### config.mk
export PLATFORM = sky130hd
export DESIGN_NAME = mem_access_unit
export DESIGN_NICKNAME = d
export VERILOG_FILES = /design/src/rtl/mem_access_unit.sv
export SDC_FILE = /design/constraint.sdc
export NUM_CORES = 1
export LEC_CHECK = 0
export ABC_AREA = 1
export CORE_MARGIN = 8
export CORE_UTILIZATION = 47
export CTS_CLUSTER_DIAMETER = 50
export DETAILED_ROUTE_END_ITERATION = 16
export PLACE_DENSITY = 0.86
export REMOVE_ABC_BUFFERS = 1
export SYNTH_ARGS = -nofsm -noshare
export SYNTH_HDL_FRONTEND = slang
export SYNTH_SLANG_ARGS = --single-unit
export TNS_END_PERCENT = 1
### constraint.sdc
create_clock -name clk -period 2.5 [get_ports clk]
set_input_delay 0.5 -clock clk [delete_from_list [all_inputs] [get_ports clk]]
set_output_delay 0.5 -clock clk [all_outputs]
set_load 0.01 [all_outputs]
### src/rtl/mem_access_unit.sv
// Memory stage of the RV32 pipeline: drives a req/ack data-memory port, formats store data and
// load results, stalls the pipe while an access is outstanding and registers the MEM/WB results.
module mem_access_unit #(
    parameter int unsigned ADDR_W  = 16,
    parameter int unsigned TIMEOUT = 15
) (
    input  logic              clk,
    input  logic              reset,
    input  logic              mem_re_M,
    input  logic              mem_we_M,
    input  logic              reg_we_M,
    input  logic [4:0]        rd_M,
    input  logic [31:0]       ALU_out_M,
    input  logic [31:0]       reg2_din_M,
    input  logic [2:0]        mem_read_type_M,
    input  logic [1:0]        mem_store_type_M,
    output logic              dmem_req,
    output logic              dmem_we,
    output logic [ADDR_W-1:0] dmem_addr,
    output logic [3:0]        dmem_be,
    output logic [31:0]       dmem_wdata,
    input  logic [31:0]       dmem_rdata,
    input  logic              dmem_ack,
    output logic              stall_M,
    output logic              reg_we_W,
    output logic [4:0]        rd_W,
    output logic [31:0]       ALU_out_W,
    output logic              misalign_W,
    output logic              bus_err_W
);

    typedef enum logic [0:0] {StIdle, StReq} state_e;

    localparam logic [7:0] CntLast = 8'(TIMEOUT - 1);

    state_e             state_q, state_d;
    logic [7:0]         cnt_q, cnt_d;
    logic               req_q, req_d;
    logic               we_q, we_d;
    logic [ADDR_W-1:0]  addr_q, addr_d;
    logic [3:0]         be_q, be_d;
    logic [31:0]        wdata_q, wdata_d;
    logic               reg_we_q, reg_we_d;
    logic [4:0]         rd_q, rd_d;
    logic [31:0]        alu_q, alu_d;
    logic               misalign_q, misalign_d;
    logic               bus_err_q, bus_err_d;

    logic        is_access, misaligned;
    logic [3:0]  st_be;
    logic [31:0] st_wdata, ld_data;
    logic [7:0]  ld_byte;
    logic [15:0] ld_half;

    // Access decode and data formatting; EX/MEM inputs stay frozen while stalled.
    always_comb begin
        is_access = mem_we_M | mem_re_M;
        misaligned = 1'b0;
        if (mem_we_M) begin
            unique case (mem_store_type_M)
                2'b00:   misaligned = 1'b0;
                2'b01:   misaligned = ALU_out_M[0];
                2'b10:   misaligned = |ALU_out_M[1:0];
                default: misaligned = 1'b1;
            endcase
        end else begin
            unique case (mem_read_type_M[1:0])
                2'b00:   misaligned = 1'b0;
                2'b01:   misaligned = ALU_out_M[0];
                default: misaligned = |ALU_out_M[1:0];
            endcase
        end

        st_be    = 4'b1111;
        st_wdata = reg2_din_M;
        unique case (mem_store_type_M)
            2'b00: begin
                st_be    = 4'b0001 << ALU_out_M[1:0];
                st_wdata = {4{reg2_din_M[7:0]}};
            end
            2'b01: begin
                st_be    = ALU_out_M[1] ? 4'b1100 : 4'b0011;
                st_wdata = {2{reg2_din_M[15:0]}};
            end
            default: ;
        endcase

        unique case (ALU_out_M[1:0])
            2'b00:   ld_byte = dmem_rdata[7:0];
            2'b01:   ld_byte = dmem_rdata[15:8];
            2'b10:   ld_byte = dmem_rdata[23:16];
            default: ld_byte = dmem_rdata[31:24];
        endcase
        ld_half = ALU_out_M[1] ? dmem_rdata[31:16] : dmem_rdata[15:0];
        unique case (mem_read_type_M)
            3'b000:  ld_data = {{24{ld_byte[7]}}, ld_byte};
            3'b001:  ld_data = {{16{ld_half[15]}}, ld_half};
            3'b100:  ld_data = {24'h0, ld_byte};
            3'b101:  ld_data = {16'h0, ld_half};
            default: ld_data = dmem_rdata;
        endcase
    end

    always_comb begin
        state_d    = state_q;
        cnt_d      = cnt_q;
        req_d      = req_q;
        we_d       = we_q;
        addr_d     = addr_q;
        be_d       = be_q;
        wdata_d    = wdata_q;
        reg_we_d   = reg_we_q;
        rd_d       = rd_q;
        alu_d      = alu_q;
        misalign_d = 1'b0;
        bus_err_d  = 1'b0;
        stall_M    = 1'b0;

        unique case (state_q)
            StIdle: begin
                if (!is_access) begin
                    reg_we_d = reg_we_M;
                    rd_d     = rd_M;
                    alu_d    = ALU_out_M;
                end else if (misaligned) begin
                    reg_we_d   = 1'b0;
                    misalign_d = 1'b1;
                end else begin
                    stall_M  = 1'b1;
                    state_d  = StReq;
                    req_d    = 1'b1;
                    we_d     = mem_we_M;
                    addr_d   = {ALU_out_M[ADDR_W-1:2], 2'b00};
                    be_d     = mem_we_M ? st_be : 4'b1111;
                    wdata_d  = mem_we_M ? st_wdata : 32'h0;
                    reg_we_d = 1'b0;
                    cnt_d    = 8'h0;
                end
            end
            StReq: begin
                if (dmem_ack) begin
                    state_d = StIdle;
                    req_d   = 1'b0;
                    if (we_q) begin
                        reg_we_d = 1'b0;
                    end else begin
                        reg_we_d = reg_we_M;
                        rd_d     = rd_M;
                        alu_d    = ld_data;
                    end
                end else if (cnt_q == CntLast) begin
                    // Abort releases the stall so the faulting instruction leaves the stage.
                    state_d   = StIdle;
                    req_d     = 1'b0;
                    bus_err_d = 1'b1;
                    reg_we_d  = 1'b0;
                end else begin
                    stall_M = 1'b1;
                    cnt_d   = cnt_q + 8'h1;
                end
            end
            default: state_d = StIdle;
        endcase
    end

    always_ff @(posedge clk) begin
        if (reset) begin
            state_q    <= StIdle;
            cnt_q      <= 8'h0;
            req_q      <= 1'b0;
            we_q       <= 1'b0;
            addr_q     <= '0;
            be_q       <= 4'h0;
            wdata_q    <= 32'h0;
            reg_we_q   <= 1'b0;
            rd_q       <= 5'h0;
            alu_q      <= 32'h0;
            misalign_q <= 1'b0;
            bus_err_q  <= 1'b0;
        end else begin
            state_q    <= state_d;
            cnt_q      <= cnt_d;
            req_q      <= req_d;
            we_q       <= we_d;
            addr_q     <= addr_d;
            be_q       <= be_d;
            wdata_q    <= wdata_d;
            reg_we_q   <= reg_we_d;
            rd_q       <= rd_d;
            alu_q      <= alu_d;
            misalign_q <= misalign_d;
            bus_err_q  <= bus_err_d;
        end
    end

    assign dmem_req   = req_q;
    assign dmem_we    = we_q;
    assign dmem_addr  = addr_q;
    assign dmem_be    = be_q;
    assign dmem_wdata = wdata_q;
    assign reg_we_W   = reg_we_q;
    assign rd_W       = rd_q;
    assign ALU_out_W  = alu_q;
    assign misalign_W = misalign_q;
    assign bus_err_W  = bus_err_q;

endmodule

# Word-level counts from Yosys, hierarchy flattened
# Cells that the tools add are included.
dict set report op_classes {
  muxes 40
  n_bitwise 4
  shifts 1
  eq_ne 17
  add_sub_neg 1
  reduce_logical 11
}
# cell n
set ops {}
lappend ops {{32-bit two-way mux} 4}
lappend ops {{32-bit one-hot mux with 2 select lines} 2}
lappend ops {{32-bit one-hot mux with 4 select lines} 1}
lappend ops {{8-bit two-way mux} 4}
lappend ops {{8-bit one-hot mux with 3 select lines} 1}
lappend ops {{16-bit two-way mux} 1}
lappend ops {{8-bit one-hot mux with 2 select lines} 1}
lappend ops {{5-bit two-way mux} 3}
lappend ops {{1-bit two-way mux} 14}
lappend ops {{2-bit != test (second input constant)} 7}
lappend ops {{5-bit one-hot mux with 2 select lines} 1}
lappend ops {{3-bit AND reduction} 3}
lappend ops {{8-bit by 1-bit adder with 8-bit output (second input constant)} 1}
lappend ops {{8-bit by 4-bit == test with 1-bit output (second input constant)} 1}
lappend ops {{4-bit two-way mux} 2}
lappend ops {{1-bit one-hot mux with 2 select lines} 4}
lappend ops {{4-bit one-hot mux with 2 select lines} 1}
lappend ops {{2-bit by 1-bit == test with 1-bit output (second input constant)} 3}
lappend ops {{3-bit == test (second input constant)} 2}
lappend ops {{2-bit zero test} 3}
lappend ops {{3-bit OR reduction} 2}
lappend ops {{2-bit == test (second input constant)} 2}
lappend ops {{4-bit AND reduction} 1}
lappend ops {{1-bit by 2-bit left shift with 4-bit output (first input constant)} 1}
lappend ops {{7 further kinds} 9}
dict set report totals {
  wordCells 86
  regBits 101
  output_inout_bits 95
  input_bits 112
}

# Longest topological paths before layout
# Gate-level depths: netlist of run 1.
dict set report logic_depth {
  word_depth 6
  ltp_mapped 11
  mapped_depth_nobuf 9
}

# Worst setup path before layout of run 1
# No wires, ideal clock.
dict set report synth_path {
  path_kind {in2out}
  startpoint {input port mem_store_type_M[1]}
  endpoint {output port stall_M}
  cell_stages 8
  arrival_time_ps 1226
  path_buffers 1
  setup_slack_ps 774
  required_ps 2000
  cell_sequence {buf_6 -> inv_8 -> nand2_4 -> nand2_2 -> nand2_1 -> nand2_2 -> nand4_4 -> nand2_1}
}
dict set report synth_between {
  elab_chain_len 6
  elab_cells_between_ends 8
  classes_between {eq/ne (2); mux (5); reduce/logical (1)}
}
# item line
set synth_rtl {}
lappend synth_rtl {{start, declared} 16} ;# input logic [1:0] mem_store_type_M,
lappend synth_rtl {{2-bit == test (tied with other cells)} 60} ;# unique case (mem_store_type_M)
lappend synth_rtl {{1-bit one-hot mux with 3 select lines (*)} 60}
lappend synth_rtl {{1-bit two-way mux (*)} 59} ;# if (mem_we_M) begin
lappend synth_rtl {{1-bit two-way mux (*)} 125} ;# end else if (misaligned) begin
lappend synth_rtl {{1-bit two-way mux (*)} 121} ;# if (!is_access) begin
lappend synth_rtl {{1-bit one-hot mux with 2 select lines (*)} 119} ;# unique case (state_q)
lappend synth_rtl {{end, declared} 24} ;# output logic stall_M,
# Mark *: on every way between the ends. The rest lies on a longest branch, timed or not.

# Worst setup path after layout of run 1
dict set report layout_path {
  startpoint {input port ALU_out_M[1]}
  endpoint {output port stall_M}
}
dict set report layout_between {
  elab_chain_len 6
  elab_cells_between_ends 7
  classes_between {mux (6); reduce/logical (1)}
}
# item line
set layout_rtl {}
lappend layout_rtl {{start, declared} 13} ;# input logic [31:0] ALU_out_M,
lappend layout_rtl {{2-bit OR reduction (*)} {63, 70}}
lappend layout_rtl {{1-bit one-hot mux with 3 select lines or 1-bit one-hot mux with 2 select lines (tied branches)} {60, 67}}
lappend layout_rtl {{1-bit two-way mux (*)} 59}
lappend layout_rtl {{1-bit two-way mux (*)} 125}
lappend layout_rtl {{1-bit two-way mux (*)} 121}
lappend layout_rtl {{1-bit one-hot mux with 2 select lines (*)} 119}
# Marked as above.

==> summary.md, run 1 <==
| Metric | Value |
|---|---|
| Result of the run | `finished clean` |
| Most numerous cell types in the synthesized netlist | `171 x nand2_1, 101 x dfxtp_1, 94 x o21ai_0` |
| Avg Synthesized Cell Area | `7.00 µm²` |
| Ordered list of cells on the worst path | `clkdlybuf4s50_1, buf_4, nand2_1, nand2_1, nand3_1, nand4_4, nand2_1, dlygate4sd2_1` |
| Fin crit share | `0.964` |
| Y dimension of the die | `120 µm` |
| Buffers plus inverters on the worst setup path | `3` |
| Starting density of the core | `0.475` |
| Remaining antenna violation count | `0` |
| Number of buffers inserted during clock tree synthesis | `9` |
| Total of endpoints with negative setup slack in the final report | `0` |
| Wire length of the first global-routing pass | `28,500 µm` |
| Cell count after placement | `1,058` |
| Cell mode on critical path | `nand2_1` |
| Cell area after synthesis | `5080 µm²` |
| P&R area growth vs syn | `49.8%` |
| Total global routing overflow | `0` |
| Level count of the clock H-tree | `3` |
| Leakage power of the design | `3.10 nW` |
| Filler-free cell count of the finished design | `1,074` |
| Clock root cell | `clkbuf_8` |
| Pre-CTS worst setup slack | `-0.192 ns` |
| Hold slack final | `0.467 ns` |
| Minimum setup slack in the final design | `0.0908 ns` |
| Worst Setup Path Type | `input pin to output pin` |
| Routed WL | `17,900 µm` |
| DRC violations left | `0` |
| R2r setup slk | `0.75 ns` |
| Largest net degree at the start of global routing | `53` |
| Transition time at the pin with the least slew margin | `0.561 ns` |
| Unrepaired setup endpoints after global routing | `false` |
| DIE AREA | `14,400 µm²` |
| Max-slew headroom | `0.626` |
| Startpoint kind of the worst setup timing path | `input pin` |
| Antenna violations before repair | `0` |
| Antenna Cells | `0` |
| Number of global-route vias before repair | `5,516` |
| Net count reported at finish | `1,043` |
| Clock latency on the worst-skew pair | `0.37 ns` |
| Terminus of the critical flop-to-flop path | `ALU_out_W[30]` |
| Max-capacitance violation count | `0` |
| Fraction of registers with async set/reset | `0` |
| Resize count post-CTS | `2` |
| Initial DRT Pass Iterations | `5` |
| Number of enable flip-flop cells after synthesis | `0` |
| Fraction of final layout cells with drive strength greater than 1 | `0.102` |
| Highest clock rate | `415 MHz` |
| Core Box Area | `10,700 µm²` |
| Reg-to-reg critical path startpoint | `state_q` |
| Number of library cell types mapped by synthesis | `41` |
| Highest fanout seen on the critical path | `3` |
| Crit-path slowest cell | `clkdlybuf4s50_1` |
| Count of mapped cells out of synthesis | `725` |
| Buffers inserted during post-CTS setup optimization | `0` |
| Count of hold buffers inserted by post-cts repair | `0` |
| Total global routing track utilization | `0.241` |
| Total chip power | `4.27 mW` |
| Count of routing violations after the opening detailed-route iteration | `531` |
| Worst hold path class | `flip-flop to flip-flop` |
| Clock tree skew after final layout | `0.00672 ns` |
| Source of the worst hold timing path | `dmem_addr[12]` |
| Worst hold path depth | `2` |
| Cell type with the highest aggregate area in the netlist | `dfxtp_1` |
| HPWL reported at the end of detailed placement | `13,500 µm` |
| Average wire per cell in the routed design | `16.7 µm` |
| Share of synthesized area occupied by flip-flops and latches | `0.398` |
| Average via count per standard cell | `5.34` |
| Worst path top cell family by delay | `buffers and inverters` |
| Die extent in x | `120 µm` |
| Maximum vdd drop | `0.325 mV` |
| Vias | `5,734` |
| Terminating pin of the worst hold path | `dmem_addr[12]` |
| Area share of the leading cell type in the synthesized netlist | `0.398` |
| I/O Pins | `207` |
| Min Tclk post-route | `2.41 ns` |
| Most frequently used cell type in the post-synthesis netlist | `nand2_1` |
| Path depth of the worst reg2reg path | `7` |
| Final max-slew violation count | `0` |
| Power Density | `561 nW/µm²` |
| Port bufs | `204` |
| Buffers from clock root to sink, at most | `2` |
| Number of placement rows | `38` |
| Type of element capturing the critical path | `output pin` |
| Register clock-pin slew on the reported worst setup and hold paths | `0.09 ns` |
| Count of synthesis-stage warnings from yosys | `0` |
| Top cells by area, synth | `dfxtp_1 40%, nand2_1 13%, o21ai_0 9.3%` |
| Data arrival at the endpoint of the critical path | `1.91 ns` |
| Most common flop cell mapped by yosys | `dfxtp_1` |
| TritonCTS clock tree | `done` |
| Data required, critical path | `2.00 ns` |
| Number of synthesized register bits | `101` |
| Gp weighted congestion | `0.890` |
| # clock sinks | `101` |
| Hold Vio Cnt, Final | `0` |
| Fin Setup TNS | `0 ns` |
| Crit path largest cell delay | `0.54 ns` |
==> report_power, final <==
part	internal (mW)	switching, mW	total, mW
registers	1.74	0.0680	1.81
clock network	0.697	0.577	1.27
logic	0.593	0.586	1.18
==> layout by cell type (no fill, tap or decap), types with 9 or more instances in the layout <==
| master | netlist | routed |
|---|---|---|
| nand4_1 | 17 | 17 |
| o21ai_0 | 94 | 93 |
| inv_1 | 31 | 29 |
| clkdlybuf4s50_1 | 0 | 203 |
| a21oi_1 | 78 | 78 |
| o22ai_1 | 9 | 9 |
| dfxtp_1 | 101 | 101 |
| nor2_1 | 41 | 41 |
| nand3_1 | 63 | 63 |
| nand2_1 | 171 | 171 |
| buf_4 | 5 | 35 |
| clkbuf_8 | 0 | 10 |
| or2_2 | 19 | 19 |
==> metal layers <==
metal,share of wire,wire length (µm),up-vias,global-route usage
met1,0.40,7220,2626,0.284
met2,0.47,8350,228,0.393
li1,-,-,2851,-
met4,0.028,502,0,0.0968
met5,0,0,-,0
met3,0.10,1860,29,0.0860
==> flip-flops by register name, summed over array words and instances (netlist names) <==
register,flops
ALU_out_W,32
bus_err_W,1
cnt_q,8
dmem_addr,14
dmem_be,4
dmem_req,1
dmem_wdata,32
dmem_we,1
misalign_W,1
rd_W,5
reg_we_W,1
state_q,1
==> worst max path at each step <==
stage                              startpoint      end  slack, ns  depth (start not counted)
final                            ALU_out_M[1]  stall_M       0.09                          8
after global routing      mem_store_type_M[1]  stall_M       0.03                         10
after CTS                        ALU_out_M[1]  stall_M       0.07                          8
after detailed placement         ALU_out_M[1]  stall_M      -0.19                          7
after global placement           ALU_out_M[1]  stall_M      -0.18                          7
after floorplan                       state_q  stall_M      -0.39                          3
==> tightest hold or removal path, stage by stage (launching register included) <==
cell and delay [ns]:
dfxtp_1 0.32, nand2_1 0.06, a21oi_1 0.05
==> cell type report <==
| type | instances | area (µm²) |
|---|---|---|
| Fill cell | 881 | 3090 |
| Multi-Input combinational cell | 539 | 2660 |
| Timing Repair Buffer | 242 | 2360 |
| Sequential cell | 101 | 2020 |
| Tap cell | 140 | 175 |
| Inverter | 36 | 143 |
| Clock buffer | 11 | 141 |
| Clock inverter | 5 | 108 |
==> kinds of logic after synthesis <==
logic type | share of synthesized area
other | 0.000739
DFF | 0.398
adders and majority gates | 0.00493
xor gates and xnor gates | 0.00690
and+or+nand+nor | 0.296
AOI/OAI and AO/OA | 0.213
buffers and inverters | 0.0796
==> per-stage QoR <==
stage | utilization | instance area, µm²
after floorplan | - | 4820
after global placement | 0.688 | 7360
after detailed placement | 0.688 | 7360
after CTS | 0.711 | 7610
after global routing | 0.711 | 7610
final | 0.711 | 7610
Note: power is estimated with default switching activity, not from simulation.
==> run 2: changes to the inputs <==
--- a/config.mk
+++ b/config.mk
@@ -7,10 +7,10 @@
 export LEC_CHECK = 0
 export ABC_AREA = 1
 export CORE_MARGIN = 8
-export CORE_UTILIZATION = 47
+export CORE_UTILIZATION = 45
 export CTS_CLUSTER_DIAMETER = 50
 export DETAILED_ROUTE_END_ITERATION = 16
-export PLACE_DENSITY = 0.86
+export PLACE_DENSITY = 0.83
 export REMOVE_ABC_BUFFERS = 1
 export SYNTH_ARGS = -nofsm -noshare
 export SYNTH_HDL_FRONTEND = slang
==> run 2 against run 1 <==
Compared with the run above: non-clock buffer count is 1 lower; worst setup slack improved by 0.098 ns; clock skew barely moved; via count grew 1.5%; maximum frequency grew 4.3%; largest power group unchanged; final cell count unchanged; die area rose by 3.8%; clock-buffer cell count is 1 lower.
==> summary.md, run 2 (synthesis gave the netlist of run 1 again) <==
| Metric | Value |
|---|---|
| Result of the run | `finished clean` |
| Count of hold buffers inserted by post-cts repair | `0 (unchanged)` |
| Power Density | `573 nW/µm² (+2.3%)` |
| First element of the critical path | `ALU_out_M[1]` |
| Unrepaired setup endpoints after global routing | `false` |
| I/O Pins | `207 (unchanged)` |
| Die extent in x | `122 µm (+1.9%)` |
| Filler-free cell count of the finished design | `1,074 (unchanged)` |
| Clock root cell | `clkbuf_16` |
| Worst Setup Path Type | `input pin to output pin` |
| Vias | `5,820 (+1.5%)` |
| Total of endpoints with negative setup slack in the final report | `0 (unchanged)` |
| Path depth of the worst reg2reg path | `7 (unchanged)` |
| Data required, critical path | `2.00 ns (about the same)` |
| Highest fanout seen on the critical path | `3 (unchanged)` |
| Worst hold path class | `flip-flop to flip-flop` |
| Total global routing overflow | `0 (unchanged)` |
| Starting density of the core | `0.464 (-0.0103)` |
| Remaining antenna violation count | `0 (unchanged)` |
| Pre-CTS worst setup slack | `-0.229 ns (-0.0373 ns)` |
| Count of routing violations after the opening detailed-route iteration | `594 (+12%)` |
| Number of global-route vias before repair | `5,854 (+6.1%)` |
| Buffers from clock root to sink, at most | `2 (unchanged)` |
| Hold Vio Cnt, Final | `0 (unchanged)` |
| Largest net degree at the start of global routing | `58 (+9.4%)` |
| TritonCTS clock tree | `done` |
| Type of element capturing the critical path | `output pin` |
| Relative contribution of sequential cells to total power | `0.415 (-0.010)` |
| Footprint of the multi-input gates | `2660 µm² (unchanged)` |
| Average wire per cell in the routed design | `17.4 µm (+4.2%)` |
| Core Box Area | `10,900 µm² (+2.2%)` |
| Clock tree skew after final layout | `0.00716 ns (+0.000437 ns)` |
| Total global routing track utilization | `0.248 (+0.00681)` |
| Maximum vdd drop | `0.537 mV (+66%)` |
| Net count reported at finish | `1,042 (-0.096%)` |
| Level count of the clock H-tree | `3 (unchanged)` |
| Crit-path slowest cell | `clkdlybuf4s50_1` |
| # clock sinks | `101 (unchanged)` |
| Most used cells in the layout excluding fill and tap cells | `203 x clkdlybuf4s50_1, 171 x nand2_1, 101 x dfxtp_1` |
| Ordered list of cells on the worst path | `clkdlybuf4s50_1, buf_4, nand2_1, nand2_1, nand3_1, nand4_4, nand2_1, clkbuf_2` |
| DRC violations left | `0 (unchanged)` |
| Highest clock rate | `433 MHz (+4.3%)` |
| Terminus of the critical flop-to-flop path | `ALU_out_W[19]` |
| Switching power of the nets | `1.27 mW (+3.5%)` |
| Fin crit share | `0.924 (-0.0393)` |
| Final Instance Area | `7630 µm² (+0.35%)` |
| Critical Path End | `stall_M` |
| Area after detailed placement | `7350 µm² (-0.10%)` |
| Number of buffers inserted during clock tree synthesis | `9 (unchanged)` |
| Min Tclk post-route | `2.31 ns (-0.0983 ns)` |
| Reg-to-reg critical path startpoint | `state_q` |
| Fraction of final layout cells with drive strength greater than 1 | `0.101 (-0.000855)` |
| HPWL reported at the end of detailed placement | `13,700 µm (+1.6%)` |
| Clk network pwr share | `0.314 (+0.015)` |
| Port bufs | `204 (unchanged)` |
| Clock latency on the worst-skew pair | `0.35 ns (-0.02 ns)` |
| Total of fill cells in the finished design | `950 (+7.8%)` |
| Source of the worst hold timing path | `dmem_req` |
| Hold slack final | `0.460 ns (-0.00641 ns)` |
| Initial DRT Pass Iterations | `7 (+2)` |
| Combinational cell fraction of total power | `0.271 (-0.006)` |
| Average via count per standard cell | `5.42 (+1.5%)` |
| Cell count after placement | `1,057 (-0.095%)` |
| Routed WL | `18,700 µm (+4.2%)` |
| Register clock-pin slew on the reported worst setup and hold paths | `0.06 ns (-0.03 ns)` |
| Number of placement rows | `38 (unchanged)` |
| Worst path top cell family by delay | `buffers and inverters` |
| Antenna violations before repair | `2 (+2)` |
| Gp weighted congestion | `0.912 (+2.5%)` |
| Y dimension of the die | `122 µm (+1.9%)` |
| Post-layout util | `0.698 (-0.0131)` |
| Transition time at the pin with the least slew margin | `0.551 ns (-0.0105 ns)` |
| P&R area growth vs syn | `50.3%` |
| Leakage power of the design | `3.11 nW (+0.29%)` |
| FF+latch area | `2020 µm² (unchanged)` |
| Wire length of the first global-routing pass | `29,600 µm (+3.9%)` |
| Int Power | `3.10 mW (+2.3%)` |
| WP depth | `8 (unchanged)` |
| Startpoint kind of the worst setup timing path | `input pin` |
| Sw Share | `0.291 (+0.00241)` |
| Buffers plus inverters on the worst setup path | `3 (unchanged)` |
| Data arrival at the endpoint of the critical path | `1.81 ns (-0.10 ns)` |
| DIE AREA | `14,900 µm² (+3.8%)` |
| Most common cell after layout, fill and taps aside | `clkdlybuf4s50_1` |
| Cell mode on critical path | `nand2_1` |
| Final max-slew violation count | `0 (unchanged)` |
| Crit path largest cell delay | `0.50 ns (-0.04 ns)` |
| Max-capacitance violation count | `0 (unchanged)` |
| Minimum setup slack in the final design | `0.189 ns (+0.0983 ns)` |
| Max-slew headroom | `0.633 (+0.00700)` |
| R2r setup slk | `0.55 ns (-0.20 ns)` |
run 2: tightest hold or removal path, delay by kind of cell (launching register included):
family             cells  cell delay [ns]
and+or+nand+nor        1             0.06
AOI/OAI and AO/OA      1             0.05
DFF                    1             0.31
run 2: worst min-delay path by stage:
stage | to | depth (start not counted)
3_3_place_gp | dmem_req | 2
4_1_cts | dmem_req | 2
3_5_place_dp | dmem_req | 2
5_1_grt | dmem_addr[5] | 2
2_1_floorplan | cnt_q[7] | 2
6_report | dmem_req | 2
run 2: per-layer routing:
layer	vias to the layer above	wire, µm	global-route usage
li1	2865	-	-
met1	2652	7190	0.284
met2	270	8750	0.408
met3	33	2270	0.0988
met4	0	468	0.0975
met5	-	0	0
run 2: cell type report:
cell class / instances / share of cell area
multi-input combinational: 539 / 0.348
timing repair buffer: 241 / 0.308
sequential: 101 / 0.265
clock buffer: 10 / 0.0300
tap: 140 / 0.0229
inverter: 36 / 0.0187
clock inverter: 5 / 0.00688
antenna: 2 / 0.000656
run 2: power by group through the flow:
stage / Sequential [mW] / Clock (mW) / Combinational (mW)
2_1_floorplan: 1.91 / 0 / 0.410
3_3_place_gp: 1.84 / 0 / 1.17
3_5_place_dp: 1.85 / 0 / 1.18
4_1_cts: 1.82 / 1.40 / 1.18
5_1_grt: 1.83 / 1.47 / 1.29
6_report: 1.82 / 1.38 / 1.19
run 2: timing repair:
item | 4_1_cts | 5_1_grt
setup buffers | 0 | 0
resized for setup | 2 | 2
setup endpoints to repair | 1 | 1
cloned | 0 | 0
run 2: stage by stage:
stage / power (mW) / TNS, ns
after global routing: 4.59 / 0
after detailed placement: 3.03 / -0.246
final: 4.38 / 0
after floorplan: 2.32 / -5.59
after CTS: 4.40 / 0
after global placement: 3.01 / -0.221
==> run 3: changes to the inputs <==
--- a/config.mk
+++ b/config.mk
@@ -6,6 +6,7 @@
 export NUM_CORES = 1
 export LEC_CHECK = 0
 export ABC_AREA = 1
+export CAP_MARGIN = 20
 export CORE_MARGIN = 8
 export CORE_UTILIZATION = 45
 export CTS_CLUSTER_DIAMETER = 50
==> results of run 3 <==
Final layout, timing and power as in run 2 (identical DEF).
